--- src/rtl/fp16_add_pipe.sv ---
// Pipelined IEEE 754 binary16 adder: decode, align, add, normalize/round.
// Round to nearest even; operands presented at edge N produce Q at edge N+3.
module fp16_add_pipe (
  input  logic        CLK,
  input  logic        RST_N,
  input  logic        IN_VALID,
  input  logic [15:0] OP_A_HALF,
  input  logic [15:0] OP_B_HALF,
  output logic        OUT_VALID,
  output logic [15:0] Q
);

  // ---------------- decode ----------------
  logic [15:0] op_d   [2];
  logic [1:0]  nan_d, inf_d;
  logic [4:0]  exp_d  [2];
  logic [10:0] sig_d  [2];
  logic        spec1_d;
  logic [15:0] specv1_d;

  assign op_d[0] = OP_A_HALF;
  assign op_d[1] = OP_B_HALF;

  genvar gi;
  generate
    for (gi = 0; gi < 2; gi++) begin : g_dec
      assign nan_d[gi] = (&op_d[gi][14:10]) & (|op_d[gi][9:0]);
      assign inf_d[gi] = (&op_d[gi][14:10]) & ~(|op_d[gi][9:0]);
      assign exp_d[gi] = (op_d[gi][14:10] == 5'd0) ? 5'd1 : op_d[gi][14:10];
      assign sig_d[gi] = {|op_d[gi][14:10], op_d[gi][9:0]};
    end
  endgenerate

  // NaN and Inf results bypass the datapath and ride along to the output.
  always_comb begin
    spec1_d  = 1'b1;
    specv1_d = 16'h7E00;
    if (|nan_d)          specv1_d = 16'h7E00;
    else if (&inf_d)     specv1_d = (op_d[0][15] ^ op_d[1][15]) ? 16'h7E00 : op_d[0];
    else if (inf_d[0])   specv1_d = op_d[0];
    else if (inf_d[1])   specv1_d = op_d[1];
    else                 spec1_d  = 1'b0;
  end

  logic        v1_q, spec1_q;
  logic [15:0] specv1_q;
  logic [1:0]  sgn1_q;
  logic [4:0]  exp1_q [2];
  logic [10:0] sig1_q [2];

  always_ff @(posedge CLK) begin
    sgn1_q    <= {OP_B_HALF[15], OP_A_HALF[15]};
    exp1_q[0] <= exp_d[0];
    exp1_q[1] <= exp_d[1];
    sig1_q[0] <= sig_d[0];
    sig1_q[1] <= sig_d[1];
    spec1_q   <= spec1_d;
    specv1_q  <= specv1_d;
  end

  // ---------------- align ----------------
  logic        swap_d, xs2_d, ys2_d;
  logic [4:0]  ex2_d, ey2_d, dist_d;
  logic [10:0] xsig_d, ysig_d;
  logic [13:0] ym_d, ya_d, mask_d;

  always_comb begin
    swap_d = {exp1_q[1], sig1_q[1]} > {exp1_q[0], sig1_q[0]};
    ex2_d  = swap_d ? exp1_q[1] : exp1_q[0];
    ey2_d  = swap_d ? exp1_q[0] : exp1_q[1];
    xsig_d = swap_d ? sig1_q[1] : sig1_q[0];
    ysig_d = swap_d ? sig1_q[0] : sig1_q[1];
    xs2_d  = swap_d ? sgn1_q[1] : sgn1_q[0];
    ys2_d  = swap_d ? sgn1_q[0] : sgn1_q[1];
    dist_d = ex2_d - ey2_d;
    ym_d   = {ysig_d, 3'b000};
    mask_d = 14'd0;
    if (dist_d >= 5'd14) begin
      ya_d = {13'd0, |ysig_d};
    end else begin
      mask_d = (14'd1 << dist_d) - 14'd1;
      ya_d   = ym_d >> dist_d;
      ya_d[0] = ya_d[0] | (|(ym_d & mask_d));
    end
  end

  logic        v2_q, xs2_q, sub2_q, zneg2_q, spec2_q;
  logic [4:0]  exp2_q;
  logic [13:0] xm2_q, ym2_q;
  logic [15:0] specv2_q;

  always_ff @(posedge CLK) begin
    xs2_q    <= xs2_d;
    sub2_q   <= xs2_d ^ ys2_d;
    zneg2_q  <= &sgn1_q;
    exp2_q   <= ex2_d;
    xm2_q    <= {xsig_d, 3'b000};
    ym2_q    <= ya_d;
    spec2_q  <= spec1_q;
    specv2_q <= specv1_q;
  end

  // ---------------- add ----------------
  logic        v3_q, sign3_q, zneg3_q, spec3_q;
  logic [4:0]  exp3_q;
  logic [14:0] sum3_q;
  logic [15:0] specv3_q;

  always_ff @(posedge CLK) begin
    sum3_q   <= sub2_q ? ({1'b0, xm2_q} - {1'b0, ym2_q}) : ({1'b0, xm2_q} + {1'b0, ym2_q});
    sign3_q  <= xs2_q;
    zneg3_q  <= zneg2_q;
    exp3_q   <= exp2_q;
    spec3_q  <= spec2_q;
    specv3_q <= specv2_q;
  end

  // ---------------- normalize / round ----------------
  logic [13:0] m_c, m_n;
  logic [5:0]  e_c, e_m1, sh, e_n, e_r;
  logic [3:0]  lz;
  logic        ru;
  logic [11:0] mant12;
  logic [10:0] man11;
  logic [15:0] res_d;

  always_comb begin
    if (sum3_q[14]) begin
      m_c = {sum3_q[14:2], sum3_q[1] | sum3_q[0]};
      e_c = {1'b0, exp3_q} + 6'd1;
    end else begin
      m_c = sum3_q[13:0];
      e_c = {1'b0, exp3_q};
    end
    lz = 4'd14;
    for (int i = 0; i < 14; i++) begin
      if (m_c[i]) lz = 4'(13 - i);
    end
    // Left shift stops at exponent 1 so tiny results land as subnormals.
    e_m1 = e_c - 6'd1;
    sh   = ({2'b00, lz} < e_m1) ? {2'b00, lz} : e_m1;
    m_n  = m_c << sh;
    e_n  = e_c - sh;
    ru     = m_n[2] & (m_n[1] | m_n[0] | m_n[3]);
    mant12 = {1'b0, m_n[13:3]} + {11'd0, ru};
    if (mant12[11]) begin
      man11 = mant12[11:1];
      e_r   = e_n + 6'd1;
    end else begin
      man11 = mant12[10:0];
      e_r   = e_n;
    end
    if (spec3_q)               res_d = specv3_q;
    else if (sum3_q == 15'd0)  res_d = {zneg3_q, 15'd0};
    else if (e_r >= 6'd31)     res_d = {sign3_q, 5'h1F, 10'd0};
    else                       res_d = {sign3_q, (man11[10] ? e_r[4:0] : 5'd0), man11[9:0]};
  end

  always_ff @(posedge CLK) begin
    if (!RST_N) begin
      v1_q      <= 1'b0;
      v2_q      <= 1'b0;
      v3_q      <= 1'b0;
      OUT_VALID <= 1'b0;
      Q         <= 16'h0000;
    end else begin
      v1_q      <= IN_VALID;
      v2_q      <= v1_q;
      v3_q      <= v2_q;
      OUT_VALID <= v3_q;
      if (v3_q) Q <= res_d;
    end
  end

endmodule

--- config.mk ---
export PLATFORM = sky130hd
export DESIGN_NAME = fp16_add_pipe
export DESIGN_NICKNAME = d
export VERILOG_FILES = /design/src/rtl/fp16_add_pipe.sv
export SDC_FILE = /design/constraint.sdc
export NUM_CORES = 1
export LEC_CHECK = 0
export BUFFER_PORTS_ARGS = -buffer_cell sky130_fd_sc_hd__buf_2
export CAP_MARGIN = 20
export CORE_UTILIZATION = 68
export CTS_BUF_LIST = sky130_fd_sc_hd__clkbuf_4
export DETAILED_ROUTE_END_ITERATION = 10
export PLACE_DENSITY = 0.89
export SLEW_MARGIN = 20
export SYNTH_ARGS = -nofsm -noshare
export SYNTH_HDL_FRONTEND = slang
export SYNTH_SLANG_ARGS = --single-unit
--- constraint.sdc ---
create_clock -name CLK -period 16.7 [get_ports CLK]
set_clock_uncertainty 0.1 [all_clocks]
set_input_delay 3.34 -clock CLK [delete_from_list [all_inputs] [get_ports CLK]]
set_output_delay 3.34 -clock CLK [all_outputs]
set_load 0.05 [all_outputs]
; ---- After elaboration in Yosys (flattened, before gate mapping)
; Memory sizes are Yosys's and may differ from the RTL's.
; Cells that the tools add are included.
[totals]
n_memories = 2
in_bits = 35
ramBits = 32
reg_bits = 128
out_inout_bits = 17
wordCells = 108
[op_classes]
reduce_logical = 15
n_lt_le_gt_ge = 4
n_addsub = 9
mux = 38
bitwise = 14
n_shift = 3
[memory_table]
columns = name, depth, word_bits, rd, rd_ports_with_merged_regs, write_ports, line_no
row1 = sig1_q, 2, 11, 2, 0, 2, 49  ; logic [10:0] sig1_q [2];
row2 = exp1_q, 2, 5, 2, 0, 2, 48  ; logic [4:0] exp1_q [2];
[op_table]
columns = cell, n
row1 = $mux W16, 6
row2 = $mux W4, 13
row3 = $mux W11, 3
row4 = $mux W15, 2
row5 = $mux W5, 5
row6 = $reduce_or A10 Y1, 2
row7 = $mux W6, 3
row8 = $gt A16 B16 Y1, 1
row9 = $add A14 B14 Y15, 1
row10 = $logic_not A15 Y1, 1
row11 = $sub A14 B14 Y15, 1
row12 = $and A14 B14 Y14, 1
row13 = $mux W14, 1
row14 = $reduce_or A14 Y1, 1
row15 = $shl A1 B5 Y14 const A, 1
row16 = $shl A14 B6 Y14, 1
row17 = $shr A14 B5 Y14, 1
row18 = $sub A14 B1 Y14 const B, 1
row19 = $add A11 B1 Y12, 1
row20 = $reduce_or A11 Y1, 1
row21 = $logic_not A5 Y1, 2
row22 = $reduce_and A5 Y1, 2
row23 = $reduce_or A5 Y1, 2
row24 = $add A5 B1 Y6 const B, 1
row25 = other kinds (16), 29

; ---- Logic depth before layout (Yosys ltp)
; Gate-level depths: netlist (run 1).
[logic_depth]
word_depth = 28
mapped_depth = 30
ltp_nobuf = 25

; ---- Least setup slack after synthesis (run 1)
; OpenSTA, ideal clock, no wires.
[synth_timing]
path_type = register to register
from = reg sum3_q[14]
to = reg Q[6]
t_arrival_ns = 5.909
stages_incl_launch_ff = 29
synth_period_minus_slack_ns = 6.093
path_buffers = 5
required_ns = 16.516
setup_ns = 0.084
slack_ns = 10.607
cell_sequence = dfxtp_1 > buf_4 > buf_2 > buf_1 > clkbuf_1 > mux2_2 > inv_1 > ha_1 > xnor2_1 > inv_1 > ha_1 > a211oi_1 > nand2_1 > a211oi_1 > or4_4 > nand2_1 > inv_2 > buf_2 > ha_1 > a21o_1 > a21o_1 > a21o_1 > a21oi_1 > xnor2_1 > nand2_1 > a31oi_1 > a221oi_2 > or4_4 > o31ai_2
[synth_between]
elab_chain_len = 27
word_cells_on_any_way = 33
classes_between = 4 x add/sub / 2 x order compare / 1 x shift / 22 x mux / 3 x bitwise / 1 x reduce/logical
[synth_lines]
columns = item, line_no
row1 = "start, declared", 106  ; logic [14:0] sum3_q;
row2 = "start signal, assigned", 110  ; sum3_q <= sub2_q ? ({1'b0, xm2_q} - {1'b0, ym2_q}) : ({1'b0, xm2_q} + {1'b0, ym2_q});
row3 = $mux W14, 128  ; if (sum3_q[14]) begin
row4 = $mux W2, 137  ; if (m_c[i]) lz = 4'(13 - i);
row5 = $mux W4 (13 in a row), 137
row6 = $lt A4 B6 Y1, 141  ; sh = ({2'b00, lz} < e_m1) ? {2'b00, lz} : e_m1;
row7 = $mux W6, 141
row8 = $shl A14 B6 Y14, 142  ; m_n = m_c << sh;
row9 = $or A1 B1 Y1 (2 in a row), 144  ; ru = m_n[2] & (m_n[1] | m_n[0] | m_n[3]);
row10 = $and A1 B1 Y1, 144
row11 = $add A11 B1 Y12, 145  ; mant12 = {1'b0, m_n[13:3]} + {11'd0, ru};
row12 = $mux W6, 146  ; if (mant12[11]) begin
row13 = $ge A6 B5 Y1, 155  ; else if (e_r >= 6'd31) res_d = {sign3_q, 5'h1F, 10'd0};
row14 = $mux W15, 155
row15 = $mux W16 *, 154  ; else if (sum3_q == 15'd0) res_d = {zneg3_q, 15'd0};
row16 = $mux W16 *, 153  ; if (spec3_q) res_d = specv3_q;
row17 = "end signal, assigned", 171  ; if (v3_q) Q <= res_d;
row18 = "end, declared", 10  ; output logic [15:0] Q
; Mark *: on every way between the ends. The rest lies on a longest branch, timed or not.
; A chain may end at the register's enable or synchronous reset.

; ---- Worst setup path after layout (run 1)
[layout_timing]
from = reg sum3_q[14]
to = reg Q[7]
; The elaborated chain is that of the path after synthesis.

==> parameters.txt, run 1 <==
Parameter                              Value

Global routing
  Number of global-route vias before repair    7109
  Number of antenna violations at the first check in global routing    0
  Pin count of the biggest net entering global routing    34
  First-pass GRT wire length    33110 um
  Aggregate global-route resource usage    0.3192
  Congestion Overflow GR    0

Timing
  Measured slew at the worst slew-check pin    1031 ps
  Final Cycle Share    0.4034
  Final TNS setup    0 ps
  Setup repair after global routing missed its margin    no
  Fmax    0.1484 GHz
  Tightest slew margin relative to the limit    0.3061
  Count of final max-slew check failures    0
  Time the worst path needs with I/O delays and setup    6736 ps
  Count of endpoints failing setup in the final report    0
  Number of hold-slack violations in the final timing report    0
  Worst setup slack after layout    9964 ps

Routing
  Detail-routed via count per cell    6.121
  Top Layer Used    met4
  Routed length per placed instance    16.42 um
  Post-Route WL    20230 um
  Routed met3 length    1256 um
  Residual DRC count    0
  Detailed Route Iter0 Violations    710
  Met1 wire length    8864 um
  Overall via count from detail_route    7541
  First-pass iteration count of the detailed router    6
  Remaining number of nets flagged by the antenna check after routing    0
  Routed met2 length    9621 um

Synth
  Proportion of synthesized area in mux cells    0.05072
  Cells after Synth    1015
  Number of synthesized register bits    160
  Number of distinct standard cells referenced by the synthesized netlist    88
  Share of the synthesized area in compound gates (AO/OA/AOI/OAI)    0.2289
  Async set or reset register ratio after synthesis    0
  Post-synthesis sequential area ratio    0.3678
  Top flip-flop cell by instance count after synthesis    sky130_fd_sc_hd__dfxtp_1
  Mean Syn Cell Area    8.580 um2
  Post-synth EDFFs    0
  YS warnings    0
  Xor-xnor portion of the synthesized cell area    0.03506
  Arithmetic-cell share of the synthesized area counting full adders, half adders and majority gates    0.08218
  Fraction of the mapped netlist area in simple logic gates    0.1803
  Post-synth design cell area    0.008708 mm2
  Dominant combinational cell family by area after synthesis    compound AO/OA/AOI/OAI gates

Worst hold path
  HP Class    reg2reg

Placement
  Hpwl dp    14740 um
  Count of buffers inserted at the top-level ports    51
  Number of placed instances with taps included    1200
  Final RePlAce weighted congestion    0.9804
  Worst slack, placed    10170 ps

Cells and area
  Area added between synthesis and finish    7.399%
  Antenna cells    0
  Layout Cells excl Fill    1232
  Most common cell after layout, fill and taps aside    sky130_fd_sc_hd__dfxtp_1
  Most used cells in the layout excluding fill and tap cells    sky130_fd_sc_hd__dfxtp_1, sky130_fd_sc_hd__nand2_1, sky130_fd_sc_hd__o21ai_0
  Share of post-route cells with drive strength above 1    0.1222
  Fillers    860
  Nets    1142

Floorplanning
  Die outline area    0.01326 mm2
  Die span in x    115.2 um
  Site row count    40
  Initial cell density of the core    0.7102
  Top-level port count    52
  Overall die height    115.2 um
  Std-Cell Core Area    0.01226 mm2

Clock network
  TritonCTS Sinks    160
  Count of hold buffers inserted by post-cts repair    0
  Clock tree buffer depth    2
  CTS-repair resized insts    0
  Postcts setup bufs    0
  Total CTS buffers    17
  TritonCTS clock tree    built
  Worst skew pair latency    570 ps
  CTS root buf    sky130_fd_sc_hd__clkbuf_4
  H-tree depth    4
  Clk pin slew, worst setup/hold paths    150 ps

Critical path
  Top fanout value on the critical path    31
  Worst path required time    17090 ps
  Crit path launch type    flop
  Critical path data arrival time    7120 ps
  Setup crit end kind    flop
  Worst setup path class    reg2reg

Run
  Maximum capacitance violations    0

Power and ir drop
  Reported leakage power    3.960 nW
  Peak VDD IR    0.1163 mV
  Power density over cell area    171.7 mW/mm2

Run status
  Outcome    complete, no violations
-- logic make-up after synthesis --
kind of cell,after synthesis
DFF,160
muxes,39
other,2
xor gates and xnor gates,34
buffers and inverters,114
AOI/OAI and AO/OA,296
and+or+nand+nor,314
adders and majority gates,56
-- flip-flops by register name, summed over array words and instances, names as in the netlist, 10 cells and up --
register,cells
specv3_q,16
ym2_q,14
specv2_q,16
specv1_q,16
xm2_q,11
sum3_q,15
exp1_q,10
sig1_q,22
Q,16
-- cell usage after synthesis, drive strengths merged (4+ instances only) --
library cell | instances | share of area
a211oi | 16 | 0.014
a21o | 30 | 0.026
a21oi | 53 | 0.031
a221oi | 7 | 0.0092
a22oi | 6 | 0.0052
a31oi | 23 | 0.018
and2 | 12 | 0.0089
and3 | 6 | 0.0043
buf | 15 | 0.011
clkbuf | 34 | 0.015
dfxtp | 160 | 0.37
ha | 54 | 0.078
inv | 63 | 0.027
mux2 | 8 | 0.011
mux2i | 28 | 0.032
nand2 | 96 | 0.041
nand2b | 13 | 0.0093
nand3 | 36 | 0.021
nand4 | 9 | 0.0065
nor2 | 65 | 0.028
nor2b | 11 | 0.0079
nor3 | 27 | 0.016
nor4 | 10 | 0.0096
nor4b | 4 | 0.0065
o211ai | 10 | 0.0086
o21a | 11 | 0.0096
o21ai | 73 | 0.042
o21bai | 5 | 0.0043
o22ai | 16 | 0.011
o31ai | 8 | 0.0080
or2 | 7 | 0.0050
or3 | 7 | 0.0050
or4 | 4 | 0.0043
xnor2 | 23 | 0.024
xor2 | 11 | 0.011
-- worst max-delay path, stage by stage, from the launching register on --
cell and delay (ps):
sky130_fd_sc_hd__dfxtp_1 500, sky130_fd_sc_hd__buf_4 350, sky130_fd_sc_hd__nand2b_1 300, sky130_fd_sc_hd__a311oi_1 130, sky130_fd_sc_hd__o211ai_1 200, sky130_fd_sc_hd__a211oi_1 130
sky130_fd_sc_hd__ha_1 230, sky130_fd_sc_hd__a211oi_1 450, sky130_fd_sc_hd__nand2_1 190, sky130_fd_sc_hd__a211oi_1 510, sky130_fd_sc_hd__or3_1 230, sky130_fd_sc_hd__a21o_1 520
sky130_fd_sc_hd__clkinv_1 430, sky130_fd_sc_hd__nor3_1 320, sky130_fd_sc_hd__o21ai_0 140, sky130_fd_sc_hd__a32oi_1 460, sky130_fd_sc_hd__nor4b_4 130, sky130_fd_sc_hd__and2_4 220
sky130_fd_sc_hd__a221oi_2 700, sky130_fd_sc_hd__a2111oi_1 130, sky130_fd_sc_hd__o221a_1 260
-- metrics by stage --
| step | area, um2 | hold slack, ps | util | power, mW |
|---|---|---|---|---|
| after floorplan | 8757 | 209.6 | - | 1.171 |
| after global routing | 9353 | 240.4 | 0.7628 | 1.715 |
| after CTS | 9345 | 235.1 | 0.7621 | 1.588 |
| after global placement | 9025 | 209.9 | 0.7360 | 1.330 |
| after detailed placement | 9025 | 212.1 | 0.7360 | 1.340 |
| final | 9353 | 239.1 | 0.7628 | 1.606 |
-- path summary, 6_finish.rpt --
kind / from / end / slack, ps / cells past startpoint
setup / recovery: sum3_q[14] / Q[7] / 9960 / 20
hold / removal: specv1_q[5] / specv2_q[5] / 240 / 0
hold reg to reg: specv1_q[5] / specv2_q[5] / 240 / 0
setup reg to reg: sum3_q[14] / Q[7] / 9960 / 20
-- layout make-up --
cell class | count | area, um2 | area share
multi-input combinational | 754 | 5105 | 0.5458
timing repair buffer | 53 | 270.3 | 0.02890
inverter | 65 | 244.0 | 0.02609
tap | 168 | 210.2 | 0.02247
clock buffer | 17 | 127.6 | 0.01365
clock inverter | 15 | 192.7 | 0.02060
sequential | 160 | 3203 | 0.3425
-- per-layer routing --
metal | track usage | vias up
met5 | 0 | -
met4 | 0.1247 | 0
met3 | 0.06537 | 50
met2 | 0.5430 | 280
met1 | 0.3975 | 3489
li1 | - | 3722
-- report_power, final --
part | internal [mW] | leakage [nW] | switching [mW]
registers | 0.429 | 1.34 | 0.0514
clock network | 0.0842 | 0.167 | 0.159
logic | 0.340 | 2.46 | 0.542
(Power assumes the default switching activity.)
==> inputs of run 2 (changes only) <==
Settings changed: CORE_UTILIZATION 68 to 57, PLACE_DENSITY 0.89 to 0.79.
Clock period 16.7 ns to 6 ns, I/O delays scaled along.
==> run 2 against run 1 <==
Net effect:
- flip-flop and latch count unchanged
- die area increased by 19%
- final area increased by 2.4%
- power increased to 2.9 times the previous value
- first-iteration DRC count increased by 4.4%
- worst hold slack got worse by 30 ps
- critical path depth increased by 3
- global-route usage decreased by 6.1 points
- sequential power increased to 2.8 times the previous value
- count of clock-buffer cells in the layout unchanged
==> parameters.txt, run 2 (same netlist as run 1, synthesis figures left out) <==
Parameter                              Value

Timing
  Tightest slew margin relative to the limit    0.3611
  Time the worst path needs with I/O delays and setup    5648 ps
  Number of hold-slack violations in the final timing report    0
  Measured slew at the worst slew-check pin    949.6 ps
  Final Cycle Share    0.9413
  Hold Worst Slack    209.1 ps
  Count of final max-slew check failures    0
  Count of endpoints failing setup in the final report    0
  Fmax    0.1771 GHz

Routing
  Overall via count from detail_route    7593
  Routed length per placed instance    15.65 um
  Detailed Route Iter0 Violations    741
  Post-Route WL    19860 um
  Remaining number of nets flagged by the antenna check after routing    0
  Residual DRC count    0
  First-pass iteration count of the detailed router    6
  Detail-routed via count per cell    5.983

Power and ir drop
  Power share of the clock group    0.144
  Power consumption    4.661 mW
  Fraction of power spent switching nets    0.4743
  Peak VDD IR    0.2719 mV
  Combinational share of power    0.567
  Sequential Power Share    0.289
  Reported leakage power    4.070 nW
  Design internal power    2.450 mW
  Net load switching power    2.211 mW
  Power density over cell area    486.8 mW/mm2

Clock network
  Worst skew pair latency    560 ps
  Total CTS buffers    17
  CTS root buf    sky130_fd_sc_hd__clkbuf_4
  Count of hold buffers inserted by post-cts repair    0
  Clk pin slew, worst setup/hold paths    180 ps
  TritonCTS clock tree    built
  TritonCTS Sinks    160
  Clock tree buffer depth    2
  H-tree depth    4

Run
  Maximum capacitance violations    0

Critical path
  Worst path required time    6410 ps
  Worst setup path class    reg2reg
  Critical Path Source    exp3_q[0]
  Crit path launch type    flop
  Setup crit end kind    flop
  Critical path data arrival time    6060 ps
  Worst reg2reg path startpoint    exp3_q[0]
  Top fanout value on the critical path    11

Global routing
  First-pass GRT wire length    32880 um
  Aggregate global-route resource usage    0.2578
  Pin count of the biggest net entering global routing    36
  Congestion Overflow GR    0
  Number of global-route vias before repair    6981
  Number of antenna violations at the first check in global routing    1

Placement
  Final RePlAce weighted congestion    0.9523
  Hpwl dp    15070 um
  Count of buffers inserted at the top-level ports    51

Floorplanning
  Initial cell density of the core    0.5924
  Top-level port count    52
  Overall die height    125.6 um
  Site row count    44
  Std-Cell Core Area    0.01470 mm2
  Die span in x    125.6 um
  Die outline area    0.01578 mm2

Worst hold path
  HP Class    reg2reg
  Source of the worst hold timing path    specv2_q[13]

Cells and area
  Share of post-route cells with drive strength above 1    0.1448
  Flip-flop count of the largest register after layout    22
  Most common cell after layout, fill and taps aside    sky130_fd_sc_hd__dfxtp_1
  Fillers    1182
  Util after Layout    0.6513
  Nets    1162
  Reg with most FFs    sig1_q
  Most used cells in the layout excluding fill and tap cells    sky130_fd_sc_hd__dfxtp_1, sky130_fd_sc_hd__nand2_1, sky130_fd_sc_hd__o21ai_0
  Area added between synthesis and finish    9.943%

Run status
  Outcome    complete, no violations
[run 2: path summary, 6_finish.rpt]
kind,end,slack [ps],cells after the start
hold / removal,specv3_q[13],210,0
hold reg to reg,specv3_q[13],210,0
setup / recovery,Q[6],350,23
setup reg to reg,Q[6],350,23
[run 2: critical path: stages (launching register included)]
cell and delay, ps:
sky130_fd_sc_hd__dfxtp_2 390, sky130_fd_sc_hd__ha_1 350, sky130_fd_sc_hd__mux2_2 330, sky130_fd_sc_hd__inv_1 70, sky130_fd_sc_hd__ha_1 190, sky130_fd_sc_hd__xnor2_1 150
sky130_fd_sc_hd__inv_1 90, sky130_fd_sc_hd__ha_1 220, sky130_fd_sc_hd__a211oi_2 320, sky130_fd_sc_hd__nand2_1 180, sky130_fd_sc_hd__a211oi_4 270, sky130_fd_sc_hd__or3_1 200
sky130_fd_sc_hd__a21o_1 250, sky130_fd_sc_hd__clkinv_1 300, sky130_fd_sc_hd__ha_1 410, sky130_fd_sc_hd__a21o_1 170, sky130_fd_sc_hd__a21oi_1 160, sky130_fd_sc_hd__xnor2_1 210
sky130_fd_sc_hd__nand2_1 80, sky130_fd_sc_hd__a31oi_1 190, sky130_fd_sc_hd__a221oi_2 50, sky130_fd_sc_hd__buf_4 190, sky130_fd_sc_hd__or4_4 530, sky130_fd_sc_hd__o31ai_2 220
[run 2: routing by layer]
metal  vias up  share of wire  wire (um)  track usage
met2       307           0.47       9321       0.4330
met3        50          0.063       1248      0.04365
met1      3474           0.44       8822       0.3267
li1       3762              -          -            -
met4         0          0.023        463       0.1090
met5         -              0          0            0
[run 2: through the flow]
step | setup TNS (ps) | cell area (um2) | setup WS, ps | cells
final | 0 | 9574 | 352.4 | 1269
after global routing | -6.991 | 9574 | -6.991 | 1269
after CTS | 0 | 9504 | 54.58 | 1264
after detailed placement | 0 | 9170 | 123.2 | 1232
after global placement | 0 | 9170 | 255.2 | 1232
after floorplan | 0 | 8763 | 16.81 | 1028
[run 2: area by class of cell]
| type | count | area [um2] | area share |
|---|---|---|---|
| Multi-Input combinational cell | 754 | 5137 | 0.5366 |
| Clock inverter | 15 | 206.4 | 0.02156 |
| Timing Repair Buffer | 73 | 420.4 | 0.04391 |
| Inverter | 65 | 244.0 | 0.02548 |
| Antenna cell | 1 | 2.502 | 0.0002614 |
| Tap cell | 184 | 230.2 | 0.02405 |
| Clock buffer | 17 | 127.6 | 0.01333 |
| Sequential cell | 160 | 3206 | 0.3348 |
[run 2: repair_timing]
action | in CTS | in global routing
gates resized for setup | 0 | 9
endpoints found under the hold margin | 0 | 0
buffers inserted | 0 | 4
endpoints found under the setup margin | 0 | 15
[run 2: power by group through the flow]
stage	registers (mW)	logic (mW)	clock network, mW
2_1_floorplan	1.33	1.94	0
3_3_place_gp	1.36	2.52	0
3_5_place_dp	1.36	2.51	0
4_1_cts	1.34	2.54	0.685
5_1_grt	1.37	2.88	0.728
6_report	1.35	2.64	0.669
==> inputs of run 3 (changes only) <==
Settings changed: ABC_AREA set to 1.
==> run 3 against run 2 <==
Net effect:
- power fell by 5.5%
- highest routed layer unchanged
- die area is 2.1% lower
- maximum frequency grew 7.1%
- sequential share of layout area rose by 1.3 points
- critical path type unchanged
- largest power group unchanged
- area after synthesis is 2.2% lower
- worst hold slack improved by 11 ps
- count of clock-buffer cells in the layout unchanged
==> parameters.txt, run 3 <==
Parameter                              Value

Cells and area
  Most common cell after layout, fill and taps aside    sky130_fd_sc_hd__nand2_1
  Flip-flop count of the largest register after layout    22
  Fillers    1344
  Most used cells in the layout excluding fill and tap cells    sky130_fd_sc_hd__nand2_1, sky130_fd_sc_hd__dfxtp_1, sky130_fd_sc_hd__inv_1
  Area added between synthesis and finish    8.078%
  Reg with most FFs    sig1_q
  Nets    1303
  Share of post-route cells with drive strength above 1    0.1135

Clock network
  TritonCTS clock tree    built
  Worst skew pair latency    530 ps
  Clock tree buffer depth    2
  Clk pin slew, worst setup/hold paths    170 ps
  Postcts setup bufs    0
  CTS-repair resized insts    0
  CTS root buf    sky130_fd_sc_hd__clkbuf_4
  H-tree depth    4
  Total CTS buffers    17
  Count of hold buffers inserted by post-cts repair    0
  TritonCTS Sinks    160

Timing
  Time the worst path needs with I/O delays and setup    5275 ps
  Fmax    0.1896 GHz
  Hold Worst Slack    220.0 ps
  Final Cycle Share    0.8792
  Number of hold-slack violations in the final timing report    0
  Setup repair after global routing missed its margin    no
  Count of final max-slew check failures    0
  Final TNS setup    0 ps
  Worst setup slack after layout    724.9 ps
  Measured slew at the worst slew-check pin    796.6 ps
  Tightest slew margin relative to the limit    0.4640
  Count of endpoints failing setup in the final report    0

Floorplanning
  Die span in x    124.3 um
  Std-Cell Core Area    0.01453 mm2
  Top-level port count    52
  Overall die height    124.3 um
  Site row count    44
  Initial cell density of the core    0.5862
  Die outline area    0.01544 mm2

Synth
  Xor-xnor portion of the synthesized cell area    0.03172
  Arithmetic-cell share of the synthesized area counting full adders, half adders and majority gates    0.08401
  Post-synthesis sequential area ratio    0.3760
  YS warnings    0
  Top cell type's share of synthesized area    0.3760
  Most frequent cells after synthesis    sky130_fd_sc_hd__nand2_1, sky130_fd_sc_hd__dfxtp_1, sky130_fd_sc_hd__inv_1
  Most frequent cell after synthesis    sky130_fd_sc_hd__nand2_1
  Top flip-flop cell by instance count after synthesis    sky130_fd_sc_hd__dfxtp_1
  Post-synth design cell area    0.008519 mm2
  Proportion of synthesized area in mux cells    0.003525
  Dominant combinational cell family by area after synthesis    simple AND/OR/NAND/NOR gates
  Number of synthesized register bits    160
  Share of the synthesized area in compound gates (AO/OA/AOI/OAI)    0.1423
  Fraction of the mapped netlist area in simple logic gates    0.2617
  Async set or reset register ratio after synthesis    0
  Synth area leader    sky130_fd_sc_hd__dfxtp_1
  Number of distinct standard cells referenced by the synthesized netlist    55
  Cells after Synth    1166
  Mean Syn Cell Area    7.307 um2
  Post-synth EDFFs    0
  Most area-consuming cells after synthesis    sky130_fd_sc_hd__dfxtp_1, sky130_fd_sc_hd__nand2_1, sky130_fd_sc_hd__ha_1, sky130_fd_sc_hd__inv_1, sky130_fd_sc_hd__nand3_1

Placement
  Count of buffers inserted at the top-level ports    51
  Hpwl dp    13930 um
  Worst slack, placed    578.2 ps
  Final RePlAce weighted congestion    0.9149

Routing
  Residual DRC count    0
  Overall via count from detail_route    7460
  Detailed Route Iter0 Violations    656
  First-pass iteration count of the detailed router    8
  Post-Route WL    17720 um
  Routed length per placed instance    12.57 um
  Detail-routed via count per cell    5.291
  Remaining number of nets flagged by the antenna check after routing    0

Critical path
  Crit path launch type    flop
  Crit path largest cell delay    560 ps
  Reg2Reg Setup Slack    720 ps
  Number of cells traversed by the worst register-to-register path    33
  Worst reg2reg path startpoint    sum3_q[14]
  Worst path required time    6350 ps
  Worst setup path class    reg2reg
  Critical path data arrival time    5620 ps
  Top fanout value on the critical path    21
  Crit path to    Q[11]
  R2R Path End    Q[11]
  Crit-path most repeated cell    sky130_fd_sc_hd__nand2_1
  Slowest cell on the critical path    sky130_fd_sc_hd__dfxtp_2
  Critical Path Source    sum3_q[14]
  Setup crit end kind    flop

Global routing
  Number of antenna violations at the first check in global routing    1
  Aggregate global-route resource usage    0.2337
  Pin count of the biggest net entering global routing    47
  Number of global-route vias before repair    6768
  Congestion Overflow GR    0
  First-pass GRT wire length    29900 um

Run status
  Outcome    complete, no violations

Power and ir drop
  Power share of the clock group    0.150
  Combinational share of power    0.562
  Peak VDD IR    0.2258 mV
  Design internal power    2.199 mW
  Net load switching power    2.206 mW
  Reported leakage power    4.628 nW
  Fraction of power spent switching nets    0.5008
  Power density over cell area    478.3 mW/mm2
  Sequential Power Share    0.287

Worst hold path
  HP Class    reg2reg

Run
  Maximum capacitance violations    0
==> run 3: layout make-up <==
class	count	area [um2]	area share
Inverter	171	641.9	0.06971
Antenna cell	1	2.502	0.0002718
Timing Repair Buffer	54	277.8	0.03017
Clock inverter	15	209.0	0.02269
Tap cell	184	230.2	0.02500
Sequential cell	160	3204	0.3480
Multi-Input combinational cell	808	4514	0.4903
Clock buffer	17	127.6	0.01386
==> run 3: per-layer routing <==
metal  track usage  part of all wire  vias up
met5             0                 0        -
met4       0.07725             0.015        0
met3       0.03866             0.048       28
met2        0.3861              0.47      223
met1        0.3097              0.47     3331
li1              -                 -     3878
==> run 3: kinds of logic after synthesis <==
logic type	count (synthesis)
compound gates	218
xor+xnor	30
fa+ha+maj	56
buf+inv	211
flops	160
mux	3
other cells	2
simple gates	486
==> run 3: through the flow <==
step                area, um2  power (mW)  cells  utilization
floorplan                8568       3.256   1179            -
CTS                      9204       4.391   1409       0.6333
global placement         8867       3.693   1377       0.6101
detailed placement       8867       3.720   1377       0.6101
finish                   9208       4.404   1410       0.6335
global route             9208       4.803   1410       0.6335
==> run 3: worst min path at each step <==
stage                      from          end  slack (ps)  depth (start not counted)
detailed placement    exp2_q[3]    exp3_q[3]         210                          0
finish              specv2_q[7]  specv3_q[7]         220                          0
CTS                 specv2_q[7]  specv3_q[7]         230                          0
global placement    specv1_q[4]  specv2_q[4]         210                          0
global route        specv2_q[7]  specv3_q[7]         230                          0
floorplan             exp2_q[0]    exp3_q[0]         210                          0
==> run 3: worst max-delay path: cells and delay by family (launching register included) <==
kind                       cells  cell delay (ps)
xor gates and xnor gates       2              400
DFF                            1              560
and+or+nand+nor               17             1390
adders and majority gates      2              690
buffers and inverters          5              880
AOI/OAI and AO/OA              7             1180
==> run 3: power groups by stage <==
stage / clock network [mW] / registers (mW) / logic (mW)
floorplan: 0 / 1.27 / 1.98
finish: 0.662 / 1.27 / 2.48
detailed placement: 0 / 1.29 / 2.43
global route: 0.727 / 1.28 / 2.79
global placement: 0 / 1.29 / 2.41
CTS: 0.679 / 1.27 / 2.45
